[config.mk]
export PLATFORM = sky130hd
export DESIGN_NAME = tick_timer_ctrl
export DESIGN_NICKNAME = d
export VERILOG_FILES = /design/src/rtl/tick_timer_pkg.sv /design/src/rtl/tick_timer_channel.sv /design/src/rtl/tick_timer_ctrl.sv
export SDC_FILE = /design/constraint.sdc
export NUM_CORES = 1
export LEC_CHECK = 0
export ABC_CLOCK_PERIOD_IN_PS = 3400
export BUFFER_PORTS_ARGS = -buffer_cell sky130_fd_sc_hd__clkbuf_2
export CAP_MARGIN = 40
export CORE_ASPECT_RATIO = 1.5
export CORE_UTILIZATION = 47
export CTS_CLUSTER_SIZE = 10
export DETAILED_ROUTE_END_ITERATION = 8
export PLACE_DENSITY = 0.68
export SYNTH_ARGS = -nofsm -noshare
export SYNTH_HDL_FRONTEND = slang
export SYNTH_HIERARCHICAL = 1
export SYNTH_SLANG_ARGS = --single-unit
[constraint.sdc]
create_clock -name clk -period 3.4 [get_ports clk]
set_clock_uncertainty 0.15 [all_clocks]
set_input_delay 0.17 -clock clk [delete_from_list [all_inputs] [get_ports clk]]
set_output_delay 0.17 -clock clk [all_outputs]
set_load 0.02 [all_outputs]
[src/rtl/tick_timer_pkg.sv]
// Shared types for the tick timer: channel state encoding, default widths
// and the per-channel command priority (stop > start > tick).
package tick_timer_pkg;

    localparam int CNT_WIDTH_DEF = 16;

    typedef enum logic {
        ST_IDLE = 1'b0,
        ST_RUN  = 1'b1
    } state_t;

    typedef enum logic [1:0] {
        CMD_NONE  = 2'd0,
        CMD_TICK  = 2'd1,
        CMD_START = 2'd2,
        CMD_STOP  = 2'd3
    } cmd_t;

    function automatic cmd_t cmd_decode(input logic stop, input logic start, input logic tick);
        if (stop)       return CMD_STOP;
        else if (start) return CMD_START;
        else if (tick)  return CMD_TICK;
        else            return CMD_NONE;
    endfunction

endpackage

[src/rtl/tick_timer_channel.sv]
// One timer channel: period/mode registers, IDLE/RUN FSM, tick down-counter
// and a registered one-cycle expire pulse.
module tick_timer_channel
    import tick_timer_pkg::*;
#(
    parameter int CNT_WIDTH = CNT_WIDTH_DEF
) (
    input  logic                 clk,
    input  logic                 rst,
    input  logic                 tick,
    input  logic                 cfg_we,
    input  logic [CNT_WIDTH-1:0] cfg_period,
    input  logic                 cfg_oneshot,
    input  logic                 start,
    input  logic                 stop,
    output logic                 expire,
    output logic                 running,
    output logic [CNT_WIDTH-1:0] count
);

    logic [CNT_WIDTH-1:0] period;
    logic                 oneshot;
    state_t               state, state_nxt;
    logic [CNT_WIDTH-1:0] count_nxt;
    logic                 expire_nxt;

    // Config write lands next cycle, so a same-cycle reload sees the old period.
    always_ff @(posedge clk) begin
        if (rst) begin
            period  <= '0;
            oneshot <= 1'b0;
            state   <= ST_IDLE;
            count   <= '0;
            expire  <= 1'b0;
        end else begin
            if (cfg_we) begin
                period  <= cfg_period;
                oneshot <= cfg_oneshot;
            end
            state  <= state_nxt;
            count  <= count_nxt;
            expire <= expire_nxt;
        end
    end

    always_comb begin
        state_nxt  = state;
        count_nxt  = count;
        expire_nxt = 1'b0;
        unique case (cmd_decode(stop, start, tick))
            CMD_STOP: begin
                if (state == ST_RUN) begin
                    state_nxt = ST_IDLE;
                    count_nxt = '0;
                end
            end
            CMD_START: begin
                if (period != '0) begin
                    state_nxt = ST_RUN;
                    count_nxt = period;
                end
            end
            CMD_TICK: begin
                if (state == ST_RUN) begin
                    if (count > CNT_WIDTH'(1)) begin
                        count_nxt = count - CNT_WIDTH'(1);
                    end else begin
                        expire_nxt = 1'b1;
                        // A period cleared mid-run cannot reload, so it retires like one-shot.
                        if (oneshot || period == '0) begin
                            state_nxt = ST_IDLE;
                            count_nxt = '0;
                        end else begin
                            count_nxt = period;
                        end
                    end
                end
            end
            default: ;
        endcase
    end

    assign running = (state == ST_RUN);

endmodule

[src/rtl/tick_timer_ctrl.sv]
// Multi-channel tick timer: fans the divider tick out to NUM_CH channels,
// decodes config writes and provides a registered count readback port.
module tick_timer_ctrl
    import tick_timer_pkg::*;
#(
    parameter int NUM_CH    = 4,
    parameter int CNT_WIDTH = CNT_WIDTH_DEF,
    parameter int CH_W      = 2
) (
    input  logic                 clk,
    input  logic                 rst,
    input  logic                 tick,
    input  logic                 cfg_we,
    input  logic [CH_W-1:0]      cfg_ch,
    input  logic [CNT_WIDTH-1:0] cfg_period,
    input  logic                 cfg_oneshot,
    input  logic [NUM_CH-1:0]    start,
    input  logic [NUM_CH-1:0]    stop,
    input  logic [CH_W-1:0]      rd_ch,
    output logic [NUM_CH-1:0]    expire,
    output logic [NUM_CH-1:0]    running,
    output logic [CNT_WIDTH-1:0] rd_count
);

    logic [NUM_CH-1:0]                ch_we;
    logic [NUM_CH-1:0][CNT_WIDTH-1:0] counts;
    logic [CNT_WIDTH-1:0]             rd_nxt;

    for (genvar g = 0; g < NUM_CH; g++) begin : g_ch
        // Indices at or above NUM_CH never match, so those writes are dropped.
        assign ch_we[g] = cfg_we && (cfg_ch == CH_W'(g));

        tick_timer_channel #(.CNT_WIDTH(CNT_WIDTH)) u_ch (
            .clk         (clk),
            .rst         (rst),
            .tick        (tick),
            .cfg_we      (ch_we[g]),
            .cfg_period  (cfg_period),
            .cfg_oneshot (cfg_oneshot),
            .start       (start[g]),
            .stop        (stop[g]),
            .expire      (expire[g]),
            .running     (running[g]),
            .count       (counts[g])
        );
    end

    always_comb begin
        rd_nxt = '0;
        for (int i = 0; i < NUM_CH; i++) begin
            if (rd_ch == CH_W'(i)) rd_nxt = counts[i];
        end
    end

    always_ff @(posedge clk) begin
        if (rst) rd_count <= '0;
        else     rd_count <= rd_nxt;
    end

endmodule
---- Word-level counts from Yosys, hierarchy flattened ----
Cells that the tools add are included.
storage, ports and cells
  bits in read-only memories .............. 0
  output and inout bits ................... 24
  register bits ........................... 156
  latch bits .............................. 0
  bits of input ports ..................... 33
  memories ................................ 0
  RAM bits ................................ 0
operators by class
  magnitude comparators ................... 4
  reduce and logical (&&, ||, !) cells .... 34
  shifts and indexed selects .............. 0
  bitwise operators ....................... 8
  multiplexer cells ....................... 61
  multiply operators ...................... 0
  div/mod/pow operators ................... 0
  equality and inequality tests ........... 30
  add/sub/neg operators ................... 4
operator list
  kind                                                                     number
  16-bit 2-to-1 mux                                                        24
  16-bit case mux with 3 select lines                                      4
  16-bit by 1-bit > comparator with 1-bit output, second input constant    4
  16-bit zero test                                                         4
  16-bit nonzero test                                                      4
  16-bit by 1-bit subtractor with 16-bit output, second input constant     4
  2-bit equality test, second input constant                               12
  2-bit by 1-bit inequality test with 1-bit output, second input constant  12
  1-bit 2-to-1 mux                                                         21
  2-bit 2-to-1 mux                                                         8
  4-bit AND reduction                                                      4
  2-bit by 1-bit equality test with 1-bit output, second input constant    6
  1-bit case mux with 3 select lines                                       4
  3-bit nonzero test                                                       4
  3-bit OR reduction                                                       4
  1-bit inverter                                                           8
  2-bit AND reduction                                                      4
  1-bit logical AND                                                        4
  2-bit zero test                                                          2
  1-bit logical OR                                                         4

---- Longest topological paths before layout ----
Gate-level depths: netlist (run 1).
  depth in word-level cells ............... 6
  gate-level depth with buffers ........... 10

---- Cells and area by module ----
The synthesis (run 1) kept the hierarchy.
modules (own cells, without submodules)
  module                                  cells each  instances  area each (sq um)
  tick_timer_channel at g_ch[0].u_ch ...  249         2          2129.5
  tick_timer_channel at g_ch[2].u_ch      238         1          2095.8
  tick_timer_channel at g_ch[3].u_ch      249         1          2095.8
  tick_timer_ctrl                         79          1          857.1

---- Worst setup path after synthesis (run 1) ----
Ideal clock, no wire load.
  path type ............................... reg2reg
  start ................................... register g_ch[3].u_ch.count[0]
  end ..................................... register g_ch[3].u_ch.count[6]
  setup slack ............................. 1068 ps
  data required time ...................... 3128 ps
  setup time .............................. 122 ps
  stages on the path, launching flop included .. 9
  arrival ................................. 2060 ps
  clock period less this slack ............ 2332 ps
  cells stage by stage .................... dfxtp_1 inv_1 ha_1 or2_2 and3_1 clkbuf_1 a41o_1 and3_1 a221o_1
between the ends
  word-level cells in the longest chain between the ends .. 4
  elaborated cells between the ends (all ways) .. 5
  those cells by class .................... 1 x add/sub; 1 x order compare; 3 x mux
RTL lines
  item                                                                                                                    RTL line                                            RTL
  from (decl)                                                                                                             tick_timer_channel.sv:18                            output logic [CNT_WIDTH-1:0] count
  from (signal assigned)                                                                                                  tick_timer_channel.sv:41                            count <= count_nxt;
  16-bit by 1-bit subtractor with 16-bit output / 16-bit by 1-bit > comparator with 1-bit output (equally long branches)  tick_timer_channel.sv:66, tick_timer_channel.sv:65
  16-bit 2-to-1 mux (*)                                                                                                   tick_timer_channel.sv:65                            if (count > CNT_WIDTH'(1)) begin
  16-bit 2-to-1 mux (*)                                                                                                   tick_timer_channel.sv:64                            if (state == ST_RUN) begin
  16-bit case mux with 3 select lines (*)                                                                                 tick_timer_channel.sv:50                            unique case (cmd_decode(stop, start, tick))
Every way passes the cells marked *; elsewhere a longest branch is shown, timed or not. The select of a mux whose other input is x is not followed.
A chain may end at the register's enable or synchronous reset.

---- Worst setup path after layout (run 1) ----
Ends and elaborated chain as after synthesis.

==> results of run 1 <==
[cells in the mapped netlist, drive strengths merged (9+ instances only)]
cell / instances / share of area, %
dfxtp: 156 / 34
mux2i: 114 / 12
nor2: 113 / 4.7
nand2: 51 / 2.1
nor4: 46 / 3.5
nor3: 44 / 2.7
a21oi: 42 / 2.3
clkbuf: 37 / 1.5
o21ai: 34 / 1.9
inv: 32 / 1.3
buf: 26 / 2.2
nor2b: 26 / 1.7
o22ai: 22 / 1.5
ha: 20 / 2.7
a221o: 19 / 2.0
a31oi: 18 / 1.4
a211oi: 16 / 1.3
and3: 15 / 1.0
nand3: 15 / 0.81
o211ai: 15 / 1.2
nand2b: 14 / 0.94
or4: 14 / 1.3
o31ai: 12 / 0.97
or2: 11 / 0.79
a211o: 10 / 0.94
and4: 10 / 0.94
nor3b: 10 / 0.86
o41ai: 10 / 1.3
nand4: 9 / 0.60
[power breakdown]
group | total (W) | switching, W | internal (W)
sequential | 0.00198 | 0.0000934 | 0.00189
clock | 0.00197 | 0.000853 | 0.00112
combinational | 0.00110 | 0.000697 | 0.000406
total | 0.00506 | 0.00164 | 0.00341
[state kept, by name, summed over array words and instances, names as in the netlist]
register	flops
g_ch.u_ch/period	64
g_ch.u_ch/oneshot	4
g_ch.u_ch/count	64
g_ch.u_ch/running	4
g_ch.u_ch/expire	4
rd_count	16
[critical path, stage by stage (launching register included)]
cell and delay [ps]:
sky130_fd_sc_hd__dfxtp_1 440, sky130_fd_sc_hd__inv_1 100, sky130_fd_sc_hd__ha_1 250, sky130_fd_sc_hd__or2_2 340, sky130_fd_sc_hd__and3_1 340, sky130_fd_sc_hd__a41o_1 360
sky130_fd_sc_hd__and3_1 220, sky130_fd_sc_hd__a221o_1 350
[final timing paths]
check                                     start                                    to  slack, ps  cells past startpoint
max          g_ch[3].u_ch/count[0]$_SDFFE_PP0P_    g_ch[3].u_ch/count[6]$_SDFFE_PP0P_        740                      7
min                              cfg_period[12]  g_ch[1].u_ch/period[12]$_SDFFE_PP0P_         20                      3
max reg2reg  g_ch[3].u_ch/count[0]$_SDFFE_PP0P_    g_ch[3].u_ch/count[6]$_SDFFE_PP0P_        740                      7
min reg2reg   g_ch[3].u_ch/running$_SDFFE_PP0P_        g_ch[3].u_ch/expire$_SDFF_PP0_        340                      2
[layout by cell type (no fill, tap or decap), drive strengths merged, types with 11 or more instances in the layout]
cell,synthesis,routed
a221o,19,19
buf,26,24
nor2,113,113
or4,14,14
clkbuf,37,73
nor4,46,46
a31oi,18,18
inv,32,39
ha,20,20
o211ai,15,15
nand3,15,15
and3,15,15
or2,11,11
dlygate4sd3,0,16
o31ai,12,12
a21oi,42,42
nand2b,14,14
a211oi,16,16
o22ai,22,22
dfxtp,156,156
o21ai,34,34
nor2b,26,26
nand2,51,51
nor3,44,44
mux2i,114,114
[what timing repair did]
action | in CTS | in global routing
hold buffers | 15 | 1
hold endpoints to repair | 51 | 1
gates resized for setup | 0 | 0
[stage by stage]
stage	instance area, µm²	worst slack, ps	cells	hold WS, ps	power (W)
6_report	10500	741	1384	20.6	0.00506
5_1_grt	10500	629	1384	18.2	0.00526
4_1_cts	10500	785	1383	6.22	0.00506
3_5_place_dp	9790	794	1336	329	0.00308
3_3_place_gp	9720	856	1331	317	0.00307
2_1_floorplan	9310	1070	1064	167	0.00280
[routing by layer]
layer	part of all wire, %	vias to the layer above	track usage [%]
met3	5.1	85	4.15
met1	40	4150	35.8
met5	0	-	0
met4	4.7	0	16.2
li1	-	4141	-
met2	50	372	49.1
[layout make-up]
cell class | count | area [µm²]
Multi-Input combinational cell | 813 | 5720
Timing Repair Buffer | 95 | 663
Inverter | 32 | 120
Fill cell | 1804 | 8690
Clock buffer | 18 | 439
Clock inverter | 14 | 159
Tap cell | 256 | 320
Sequential cell | 156 | 3120
[logic make-up after synthesis]
logic type | count (synthesis) | synth area share, %
AOI/OAI and AO/OA | 255 | 20.4
xor gates and xnor gates | 15 | 1.41
adders and majority gates | 20 | 2.69
buffers and inverters | 95 | 5.03
DFF | 156 | 33.6
muxes | 116 | 12.5
and+or+nand+nor | 407 | 24.4
==> summary.txt, run 1 <==
Run status
  – Outcome: finished clean

Power and ir drop
  – Total leakage power: 4.15 nW
  – VDD IR max: 0.364 mV
  – Power density over cell area: 479 nW/µm²

Cells and area
  – Count of nets after finishing: 1168
  – Ratio of cells with drive above 1 in the final layout: 14.2%
  – Area growth from synthesis to layout: 13.3%
  – Layout Utilization: 54.8%
  – Antenna Cells: 0

Critical path
  – Required time reported for the critical path endpoint: 3570 ps
  – Critical Path Sink Type: flop
  – Worst Path Class, Setup: flop to flop
  – Arrival time worst endpoint: 2830 ps
  – Maximum fanout along the worst path: 15
  – CP startpoint kind: flop

Drt
  – Post-detailed-route wirelength per cell: 21.1 µm
  – Vias post-DR: 8748
  – DRC violation total after the first TritonRoute iteration: 962
  – Count of TritonRoute iterations in the first routing pass: 8
  – Number of vias per cell after detailed routing: 6.32
  – Total wire length: 29100 µm
  – Antenna Nets Post-Route: 0
  – Remaining routing DRC violations: 0

Place
  – DPL Wire Length: 21200 µm
  – Number of buffer cells added on primary ports: 56
  – Placer congestion estimate: 0.935

GRT
  – Vias in the first global route: 8293
  – Global route overflow: 0
  – Global-route wire length before repair: 45600 µm
  – Largest net degree at the start of global routing: 86
  – Number of antenna violations at the first check in global routing: 0
  – Total track usage: 29.4%

Floorplan
  – Standard-cell row count: 62
  – Vert. Die Dim: 174 µm
  – Die Outline Area: 20400 µm²
  – Top-level port count: 57
  – Die span in x: 117 µm
  – Placeable Area: 19200 µm²
  – Initial core utilization: 48.4%

Clock network
  – CTS tree: built
  – Latest clock arrival within the worst-skew pair: 440 ps
  – Root buffer selected by CTS: sky130_fd_sc_hd__clkbuf_16
  – Number of buffers added for setup after CTS: 0
  – Number of buffers created by CTS: 17
  – Clock-pin slew of the registers on the worst-case setup and hold paths: 70 ps
  – Longest Clk Path Bufs: 2
  – H-tree Lvls: 4
  – Total clock sinks: 156

Synth
  – Post-synth top flop: sky130_fd_sc_hd__dfxtp_1
  – Average cell area after synthesis: 8.75 µm²
  – Proportion of synthesized chip area in sequential cells: 33.6%
  – Yosys warnings: 6
  – Net count after synthesis: 1117
  – Fraction of registers with async set/reset: 0%
  – Number of distinct standard cells referenced by the synthesized netlist: 90
  – Post-synthesis instance area: 9310 µm²
  – Synth Instances: 1064
  – Number of enable-type register cells in the synthesized netlist: 0
  – FF+latch count, synth: 156

Timing
  – Worst relative slew slack: 38.8%
  – Count of final hold-check violations: 0
  – Worst-Margin Slew: 910 ps
  – Fraction of the cycle the final worst path needs: 78.2%
  – Number of max-slew violations in the final report: 0
  – Final Critical Period: 2660 ps
  – Final setup violating endpoints: 0
  – Setup repair after global routing missed its margin: false
  – Final-layout setup total negative slack: 0 ps
  – Upper clock frequency limit: 0.376 GHz

Flow run
  – Max_cap viols: 0

Hold path
  – HP Class: input pin to flop
(Power assumes the default switching activity.)
==> run 2: changes to the inputs <==
- ABC_AREA: default -> 1
- ABC_CLOCK_PERIOD_IN_PS: 3400 -> 2300
- PLACE_DENSITY: 0.68 -> 0.7
- clock period: 3.4 -> 2.3 ns (I/O delays scaled with it)
==> run 2 against run 1 <==
Routed wire length grew 19%. Sequential share of layout area is 3.9 points lower. Via count up 30%. Clock-buffer cell count decreased by 1. Synthesized area up 16%. Combinational power grew 47%. Clock power grew 45%. Critical endpoint is now g_ch[0].u_ch/count[3]$_SDFFE_PP0P_. Hold slack better by 38 ps. Cell area is 15% higher. Global-route usage grew 0.60 points.
==> summary.txt, run 2 <==
Run status
  – Outcome: finished clean

Synth
  – Synth top area cells: sky130_fd_sc_hd__dfxtp_1, sky130_fd_sc_hd__nand2_1, sky130_fd_sc_hd__nor2_1
  – Number of distinct standard cells referenced by the synthesized netlist: 36 (-60%)
  – Yosys warnings: 6 (unchanged)
  – Post-synthesis instance area: 10800 µm² (+16%)
  – Average cell area after synthesis: 6.30 µm² (-28%)
  – Number of enable-type register cells in the synthesized netlist: 0 (unchanged)
  – FF+latch count, synth: 156 (unchanged)
  – Cell with the most instances after synthesis: sky130_fd_sc_hd__nand2_1
  – Post-synth top flop: sky130_fd_sc_hd__dfxtp_1
  – Fraction of registers with async set/reset: 0% (unchanged)
  – Proportion of synthesized chip area in sequential cells: 28.8% (-4.7 points)
  – Synth Instances: 1719 (+62%)
  – Cell type contributing the most total cell area after synthesis: sky130_fd_sc_hd__dfxtp_1
  – Net count after synthesis: 1772 (+59%)
  – Cell types with the highest counts after synthesis: sky130_fd_sc_hd__nand2_1, sky130_fd_sc_hd__nor2_1, sky130_fd_sc_hd__nand3_1, sky130_fd_sc_hd__dfxtp_1, sky130_fd_sc_hd__inv_1
  – Fraction of post-synthesis cell area in the top cell type by area: 28.8% (-4.7 points)

Floorplan
  – Initial core utilization: 48.2% (-0.19 points)
  – Top-level port count: 57 (unchanged)
  – Die span in x: 126 µm (+7.7%)
  – Standard-cell row count: 67 (+8.1%)
  – Die Outline Area: 23700 µm² (+16%)
  – Placeable Area: 22500 µm² (+17%)
  – Vert. Die Dim: 188 µm (+7.8%)

Drt
  – Antenna Nets Post-Route: 0 (unchanged)
  – Remaining routing DRC violations: 0 (unchanged)
  – Number of vias per cell after detailed routing: 5.47 (-14%)
  – Vias post-DR: 11.3k (+30%)
  – Post-detailed-route wirelength per cell: 16.7 µm (-21%)
  – Count of TritonRoute iterations in the first routing pass: 5 (-3)
  – DRC violation total after the first TritonRoute iteration: 850 (-12%)
  – Total wire length: 34700 µm (+19%)

Clock network
  – Number of buffers added for setup after CTS: 0 (unchanged)
  – Clock-pin slew of the registers on the worst-case setup and hold paths: 70 ps (about the same)
  – Root buffer selected by CTS: sky130_fd_sc_hd__clkbuf_16
  – Total clock sinks: 156 (unchanged)
  – Number of buffers created by CTS: 17 (unchanged)
  – Latest clock arrival within the worst-skew pair: 440 ps (about the same)
  – CTS tree: built
  – H-tree Lvls: 4 (unchanged)
  – Longest Clk Path Bufs: 2 (unchanged)

Power and ir drop
  – Combinational cell fraction of total power: 22.0% (+0.2 points)
  – Sequential share of power: 39.4% (+0.2 points)
  – VDD IR max: 0.438 mV (+20%)
  – Total leakage power: 6.07 nW (+46%)
  – NetSw: 0.00245 W (+49%)
  – Switching Fraction: 33.3% (+0.82 points)
  – Power Internal: 0.00491 W (+44%)
  – Power density over cell area: 606 nW/µm² (+26%)
  – Clk pwr share: 38.7% (-0.3 points)

GRT
  – Vias in the first global route: 10.7k (+29%)
  – Number of antenna violations at the first check in global routing: 0 (unchanged)
  – Total track usage: 30.0% (+0.60 points)
  – Largest net degree at the start of global routing: 38 (-56%)
  – Global route overflow: 0 (unchanged)
  – Global-route wire length before repair: 55700 µm (+22%)

Critical path
  – Kind of cell adding the most delay to the critical path: simple AND/OR/NAND/NOR gates
  – Setup crit start: g_ch[0].u_ch/count[0]$_SDFFE_PP0P_
  – Worst Path Class, Setup: flop to flop
  – Startpoint of the most critical register-to-register path: g_ch[0].u_ch/count[0]$_SDFFE_PP0P_
  – Critical path's most frequent cell: sky130_fd_sc_hd__nand2_1
  – Critical path cell sequence: inv_1, ha_1, o21ai_2, nor2_4, nand2_4, inv_1, nand2_1, nand3_1, nand2_1, nand2_1, a21oi_1
  – Critical Path End: g_ch[0].u_ch/count[3]$_SDFFE_PP0P_
  – Arrival time worst endpoint: 2300 ps (-530 ps)
  – Reg2Reg Setup Slack: 220 ps (-520 ps)
  – Slowest CP cell: sky130_fd_sc_hd__dfxtp_1
  – Maximum fanout along the worst path: 16 (+1)
  – Worst r2r path cells: 11 (+4)
  – Combined buffer and inverter count along the critical path: 2 (+1)
  – CP startpoint kind: flop
  – Critical Path Sink Type: flop
  – Required time reported for the critical path endpoint: 2520 ps (-1050 ps)
  – Delay of the slowest cell on the worst path: 390 ps (-50 ps)
  – Cell count along the critical path: 11 (+4)
  – Worst r2r dst: g_ch[0].u_ch/count[3]$_SDFFE_PP0P_

Hold path
  – HP Class: input pin to flop

Timing
  – Setup repair after global routing missed its margin: false
  – Worst-Margin Slew: 690 ps (-220 ps)
  – Count of final hold-check violations: 0 (unchanged)
  – Worst relative slew slack: 54.0% (+15 points)
  – Number of max-slew violations in the final report: 0 (unchanged)
  – Final-layout setup total negative slack: 0 ps (unchanged)
  – Upper clock frequency limit: 0.481 GHz (+28%)
  – Final Critical Period: 2080 ps (-578 ps)
  – Final setup violating endpoints: 0 (unchanged)
  – Fraction of the cycle the final worst path needs: 90.5% (+12 points)

Place
  – DPL Wire Length: 25800 µm (+22%)
  – Placer congestion estimate: 0.935 (about the same)
  – Cell total after placement: 2026 (+52%)
  – Number of buffer cells added on primary ports: 56 (unchanged)
  – Cell area after placement: 11400 µm² (+16%)

Cells and area
  – Antenna Cells: 0 (unchanged)
  – Ratio of cells with drive above 1 in the final layout: 17.1% (+2.9 points)
  – Finished layout cell area: 12100 µm² (+15%)
  – Largest regs: g_ch.u_ch/count (64), g_ch.u_ch/period (64), rd_count (16)
  – Final instance count without filler cells: 2075 (+50%)
  – Count of nets after finishing: 1839 (+57%)
  – Area growth from synthesis to layout: 12.2%
  – Commonest non-fill, non-tap cells in the layout: sky130_fd_sc_hd__nand2_1, sky130_fd_sc_hd__nor2_1, sky130_fd_sc_hd__nand3_1
  – Commonest non-fill, non-tap cell in the layout: sky130_fd_sc_hd__nand2_1

Flow run
  – Max_cap viols: 0 (unchanged)
[run 2: cell count changes in the layout (fill, tap and decap cells not counted), moves of 48 or more]
cell / before / now
sky130_fd_sc_hd__nor2_1: 109 / 273
sky130_fd_sc_hd__inv_1: 32 / 136
sky130_fd_sc_hd__nand3_2: 0 / 48
sky130_fd_sc_hd__nand3_1: 15 / 175
sky130_fd_sc_hd__nand2_1: 50 / 513
sky130_fd_sc_hd__o21ai_0: 21 / 86
sky130_fd_sc_hd__mux2i_1: 114 / 0
[run 2: timing repair]
action / CTS / global route
resized for setup: 0 / 1
setup endpoints to repair: 0 / 1
hold buffers: 17 / 0
hold endpoints to repair: 77 / 0
[run 2: power groups by stage]
stage | Clock, W | Combinational, W | Sequential (W)
after detailed placement | 0 | 0.00156 | 0.00295
after CTS | 0.00288 | 0.00159 | 0.00289
after global routing | 0.00299 | 0.00179 | 0.00291
after floorplan | 0 | 0.00118 | 0.00294
after global placement | 0 | 0.00154 | 0.00295
final | 0.00285 | 0.00162 | 0.00290
[run 2: worst min-delay path by stage]
stage                                                endpoint                                 from  depth (start not counted)
after floorplan           g_ch[0].u_ch/period[0]$_SDFFE_PP0P_                        cfg_period[0]                          2
after global placement    g_ch[3].u_ch/period[5]$_SDFFE_PP0P_  g_ch[3].u_ch/period[5]$_SDFFE_PP0P_                          2
after detailed placement  g_ch[3].u_ch/period[2]$_SDFFE_PP0P_  g_ch[3].u_ch/period[2]$_SDFFE_PP0P_                          2
after CTS                 g_ch[0].u_ch/period[5]$_SDFFE_PP0P_                        cfg_period[5]                          3
after global routing      g_ch[1].u_ch/period[5]$_SDFFE_PP0P_                        cfg_period[5]                          3
final                     g_ch[0].u_ch/period[5]$_SDFFE_PP0P_                        cfg_period[5]                          3
[run 2: logic make-up (layout without fill, tap and decap cells)]
kind of cell / Yosys count / after routing / share of synthesized area, %
buf+inv: 219 / 299 / 8.94
flops: 156 / 156 / 28.8
xor+xnor: 10 / 10 / 0.809
simple gates: 1106 / 1106 / 47.7
fa+ha+maj: 20 / 20 / 2.31
compound gates: 208 / 208 / 11.4
[run 2: cell type report]
type,instances,area [µm²]
Tap cell,276,345
Clock inverter,15,159
Fill cell,2289,10300
Timing Repair Buffer,115,781
Inverter,152,571
Sequential cell,156,3120
Clock buffer,17,425
Multi-Input combinational cell,1344,6740
[run 2: worst reg2reg max path, delay by kind of cell (launching register included)]
family                   cells  cell delay, ps
flip-flops                   1             390
AO/OA/AOI/OAI                2             340
adder cells (fa/ha/maj)      1             290
AND/OR/NAND/NOR              6             670
buffers and inverters        2             170
[run 2: routing by layer]
| layer | track usage, % | up-vias | part of all wire [%] |
|---|---|---|---|
| met1 | 35.0 | 5204 | 40 |
| met5 | 0 | - | 0 |
| met4 | 17.9 | 0 | 5.7 |
| met2 | 51.8 | 429 | 48 |
| met3 | 4.28 | 109 | 5.5 |
| li1 | - | 5601 | - |
[run 2: through the flow]
step	util, %	hold slack (ps)	setup slack (ps)	power (W)
5_1_grt	54.1	55.1	12.7	0.00769
4_1_cts	54.0	24.9	182	0.00736
6_report	54.1	58.7	219	0.00736
3_3_place_gp	50.7	328	245	0.00449
3_5_place_dp	50.7	332	189	0.00451
2_1_floorplan	-	99.9	559	0.00412
==> run 3: changes to the inputs <==
- CORE_ASPECT_RATIO: 1.5 -> default
==> run 3 against run 2 <==
First-iteration DRC count rose by 39%. Worst setup slack got worse by 57 ps. Clock-buffer cell count did not move. Critical endpoint unchanged. Largest power group unchanged.
==> summary.txt, run 3 (synthesis gave the netlist of run 2 again) <==
Drt
  – DRC violation total after the first TritonRoute iteration: 1183 (+39%)
  – Count of TritonRoute iterations in the first routing pass: 7 (+2)
  – Remaining routing DRC violations: 0 (unchanged)
  – Total wire length: 34000 µm (-2.0%)
  – Vias post-DR: 11.3k (-0.079%)
  – Number of vias per cell after detailed routing: 5.44 (-0.46%)
  – Post-detailed-route wirelength per cell: 16.3 µm (-2.4%)
  – Antenna Nets Post-Route: 0 (unchanged)

Power and ir drop
  – Total leakage power: 6.07 nW (about the same)
  – Power density over cell area: 609 nW/µm² (+0.53%)
  – VDD IR max: 0.446 mV (+1.8%)

Timing
  – Worst relative slew slack: 58.8% (+4.8 points)
  – Final setup violating endpoints: 0 (unchanged)
  – Setup repair after global routing missed its margin: false
  – Final WS setup: 162 ps (-56.8 ps)
  – Fraction of the cycle the final worst path needs: 93.0% (+2.5 points)
  – Final Critical Period: 2140 ps (+56.8 ps)
  – Final-layout setup total negative slack: 0 ps (unchanged)
  – Worst-Margin Slew: 618 ps (-71.6 ps)
  – Number of max-slew violations in the final report: 0 (unchanged)
  – Count of final hold-check violations: 0 (unchanged)
  – Upper clock frequency limit: 0.468 GHz (-2.7%)

Critical path
  – Setup crit start: g_ch[0].u_ch/count[0]$_SDFFE_PP0P_
  – Required time reported for the critical path endpoint: 2510 ps (about the same)
  – CP startpoint kind: flop
  – Critical Path End: g_ch[0].u_ch/count[3]$_SDFFE_PP0P_
  – Worst r2r dst: g_ch[0].u_ch/count[3]$_SDFFE_PP0P_
  – Critical Path Sink Type: flop
  – Arrival time worst endpoint: 2350 ps (+50 ps)
  – Worst r2r path cells: 11 (unchanged)
  – Worst Path Class, Setup: flop to flop
  – Maximum fanout along the worst path: 16 (unchanged)
  – Reg2Reg Setup Slack: 160 ps (-60 ps)
  – Startpoint of the most critical register-to-register path: g_ch[0].u_ch/count[0]$_SDFFE_PP0P_

Clock network
  – H-tree Lvls: 4 (unchanged)
  – Root buffer selected by CTS: sky130_fd_sc_hd__clkbuf_16
  – Number of buffers created by CTS: 17 (unchanged)
  – Number of buffers added for setup after CTS: 0 (unchanged)
  – Longest Clk Path Bufs: 2 (unchanged)
  – Latest clock arrival within the worst-skew pair: 430 ps (about the same)
  – CTS tree: built
  – Clock-pin slew of the registers on the worst-case setup and hold paths: 70 ps (about the same)
  – Total clock sinks: 156 (unchanged)

Cells and area
  – Commonest non-fill, non-tap cells in the layout: sky130_fd_sc_hd__nand2_1, sky130_fd_sc_hd__nor2_1, sky130_fd_sc_hd__nand3_1
  – Count of nets after finishing: 1835 (-0.22%)
  – Ratio of cells with drive above 1 in the final layout: 17.0% (-0.073 points)
  – Fillers: 2291 (+0.087%)
  – Multi-input gate area in the final layout: 6750 µm² (+0.13%)
  – Largest regs: g_ch.u_ch/count (64), g_ch.u_ch/period (64), rd_count (16)
  – Commonest non-fill, non-tap cell in the layout: sky130_fd_sc_hd__nand2_1
  – Sequential cell area: 3120 µm² (unchanged)
  – Area growth from synthesis to layout: 12.3%

GRT
  – Number of antenna violations at the first check in global routing: 1 (+1)
  – Vias in the first global route: 10.0k (-6.8%)
  – Largest net degree at the start of global routing: 46 (+21%)
  – Global route overflow: 0 (unchanged)
  – Global-route wire length before repair: 53500 µm (-4.0%)
  – Total track usage: 29.0% (-1.1 points)

Floorplan
  – Die Outline Area: 23600 µm² (about the same)
  – Die span in x: 154 µm (+22%)
  – Placeable Area: 22600 µm² (+0.77%)
  – Initial core utilization: 47.8% (-0.37 points)
  – Vert. Die Dim: 154 µm (-18%)
  – Top-level port count: 57 (unchanged)
  – Standard-cell row count: 55 (-18%)

Flow run
  – Max_cap viols: 0 (unchanged)

Hold path
  – HP Class: input pin to flop

Place
  – Number of buffer cells added on primary ports: 56 (unchanged)
  – DPL Wire Length: 24900 µm (-3.4%)
  – Placer congestion estimate: 0.958 (+2.4%)
  – Post-Place Setup Slack: 178 ps (-10.8 ps)

Run status
  – Outcome: finished clean
-- run 3: cell count changes in the layout (fill, tap and decap cells not counted), moves of 2 or more --
cell / delta
sky130_fd_sc_hd__inv_8: +4
sky130_fd_sc_hd__buf_4: -3
sky130_fd_sc_hd__clkinv_2: -3
sky130_fd_sc_hd__diode_2: +3
sky130_fd_sc_hd__clkinvlp_4: -2
sky130_fd_sc_hd__dlygate4sd3_1: -2
-- run 3: final cells by class --
type / instances / area share, %
Clock buffer: 17 / 3.50
Multi-Input combinational cell: 1344 / 55.5
Tap cell: 285 / 2.93
Timing Repair Buffer: 111 / 6.23
Sequential cell: 156 / 25.7
Inverter: 152 / 4.69
Antenna cell: 3 / 0.0617
Clock inverter: 15 / 1.39
-- run 3: through the flow --
| step | util, % | hold slack [ps] | area [µm²] | total power (W) | instances |
|---|---|---|---|---|---|
| floorplan | - | 99.9 | 10800 | 0.00412 | 1719 |
| global placement | 50.3 | 333 | 11400 | 0.00449 | 2033 |
| detailed placement | 50.3 | 333 | 11400 | 0.00451 | 2033 |
| CTS | 53.6 | 1.10 | 12100 | 0.00741 | 2080 |
| global route | 53.7 | 18.9 | 12200 | 0.00773 | 2080 |
| finish | 53.7 | 24.1 | 12200 | 0.00741 | 2083 |
-- run 3: power breakdown --
part / leakage [nW] / internal, W / switching, W / total, W
clock: 0.291 / 0.00156 / 0.00134 / 0.00289
sequential: 1.27 / 0.00279 / 0.000102 / 0.00290
combinational: 4.51 / 0.000502 / 0.00112 / 0.00162
-- run 3: metal layers --
metal  GRT usage, %  vias up  wire (µm)
met1           38.1     5205      14600
met3           5.13       80       2670
met4           14.5        0       1440
met5              0        -          0
li1               -     5605          -
met2           45.5      444      15300
-- run 3: what timing repair did --
item	in CTS	in global routing
endpoints found under the hold margin	59	0
gates resized for setup	0	2
setup endpoints to repair	0	4
hold buffers	15	0
-- run 3: worst min path at each step --
stage                                                   start                              endpoint  slack (ps)  depth (start not counted)
final                                                     rst    g_ch[3].u_ch/count[7]$_SDFFE_PP0P_          20                          2
after global routing                              cfg_oneshot     g_ch[3].u_ch/oneshot$_SDFFE_PP0P_          20                          3
after CTS                                         cfg_oneshot     g_ch[0].u_ch/oneshot$_SDFFE_PP0P_           1                          3
after detailed placement  g_ch[2].u_ch/period[5]$_SDFFE_PP0P_   g_ch[2].u_ch/period[5]$_SDFFE_PP0P_         330                          2
after global placement                         cfg_period[14]  g_ch[0].u_ch/period[14]$_SDFFE_PP0P_         330                          3
after floorplan                                 cfg_period[0]   g_ch[0].u_ch/period[0]$_SDFFE_PP0P_         100                          2
-- run 3: worst max-delay path, stage by stage, from the launching register on --
cell	delay [ps]
sky130_fd_sc_hd__dfxtp_1	430
sky130_fd_sc_hd__inv_1	130
sky130_fd_sc_hd__ha_1	310
sky130_fd_sc_hd__o21ai_2	210
sky130_fd_sc_hd__nor2_4	100
sky130_fd_sc_hd__nand2_8	150
sky130_fd_sc_hd__inv_1	60
sky130_fd_sc_hd__nand2_1	170
sky130_fd_sc_hd__nand3_1	100
sky130_fd_sc_hd__nand2_1	80
sky130_fd_sc_hd__nand2_1	50
sky130_fd_sc_hd__a21oi_1	140
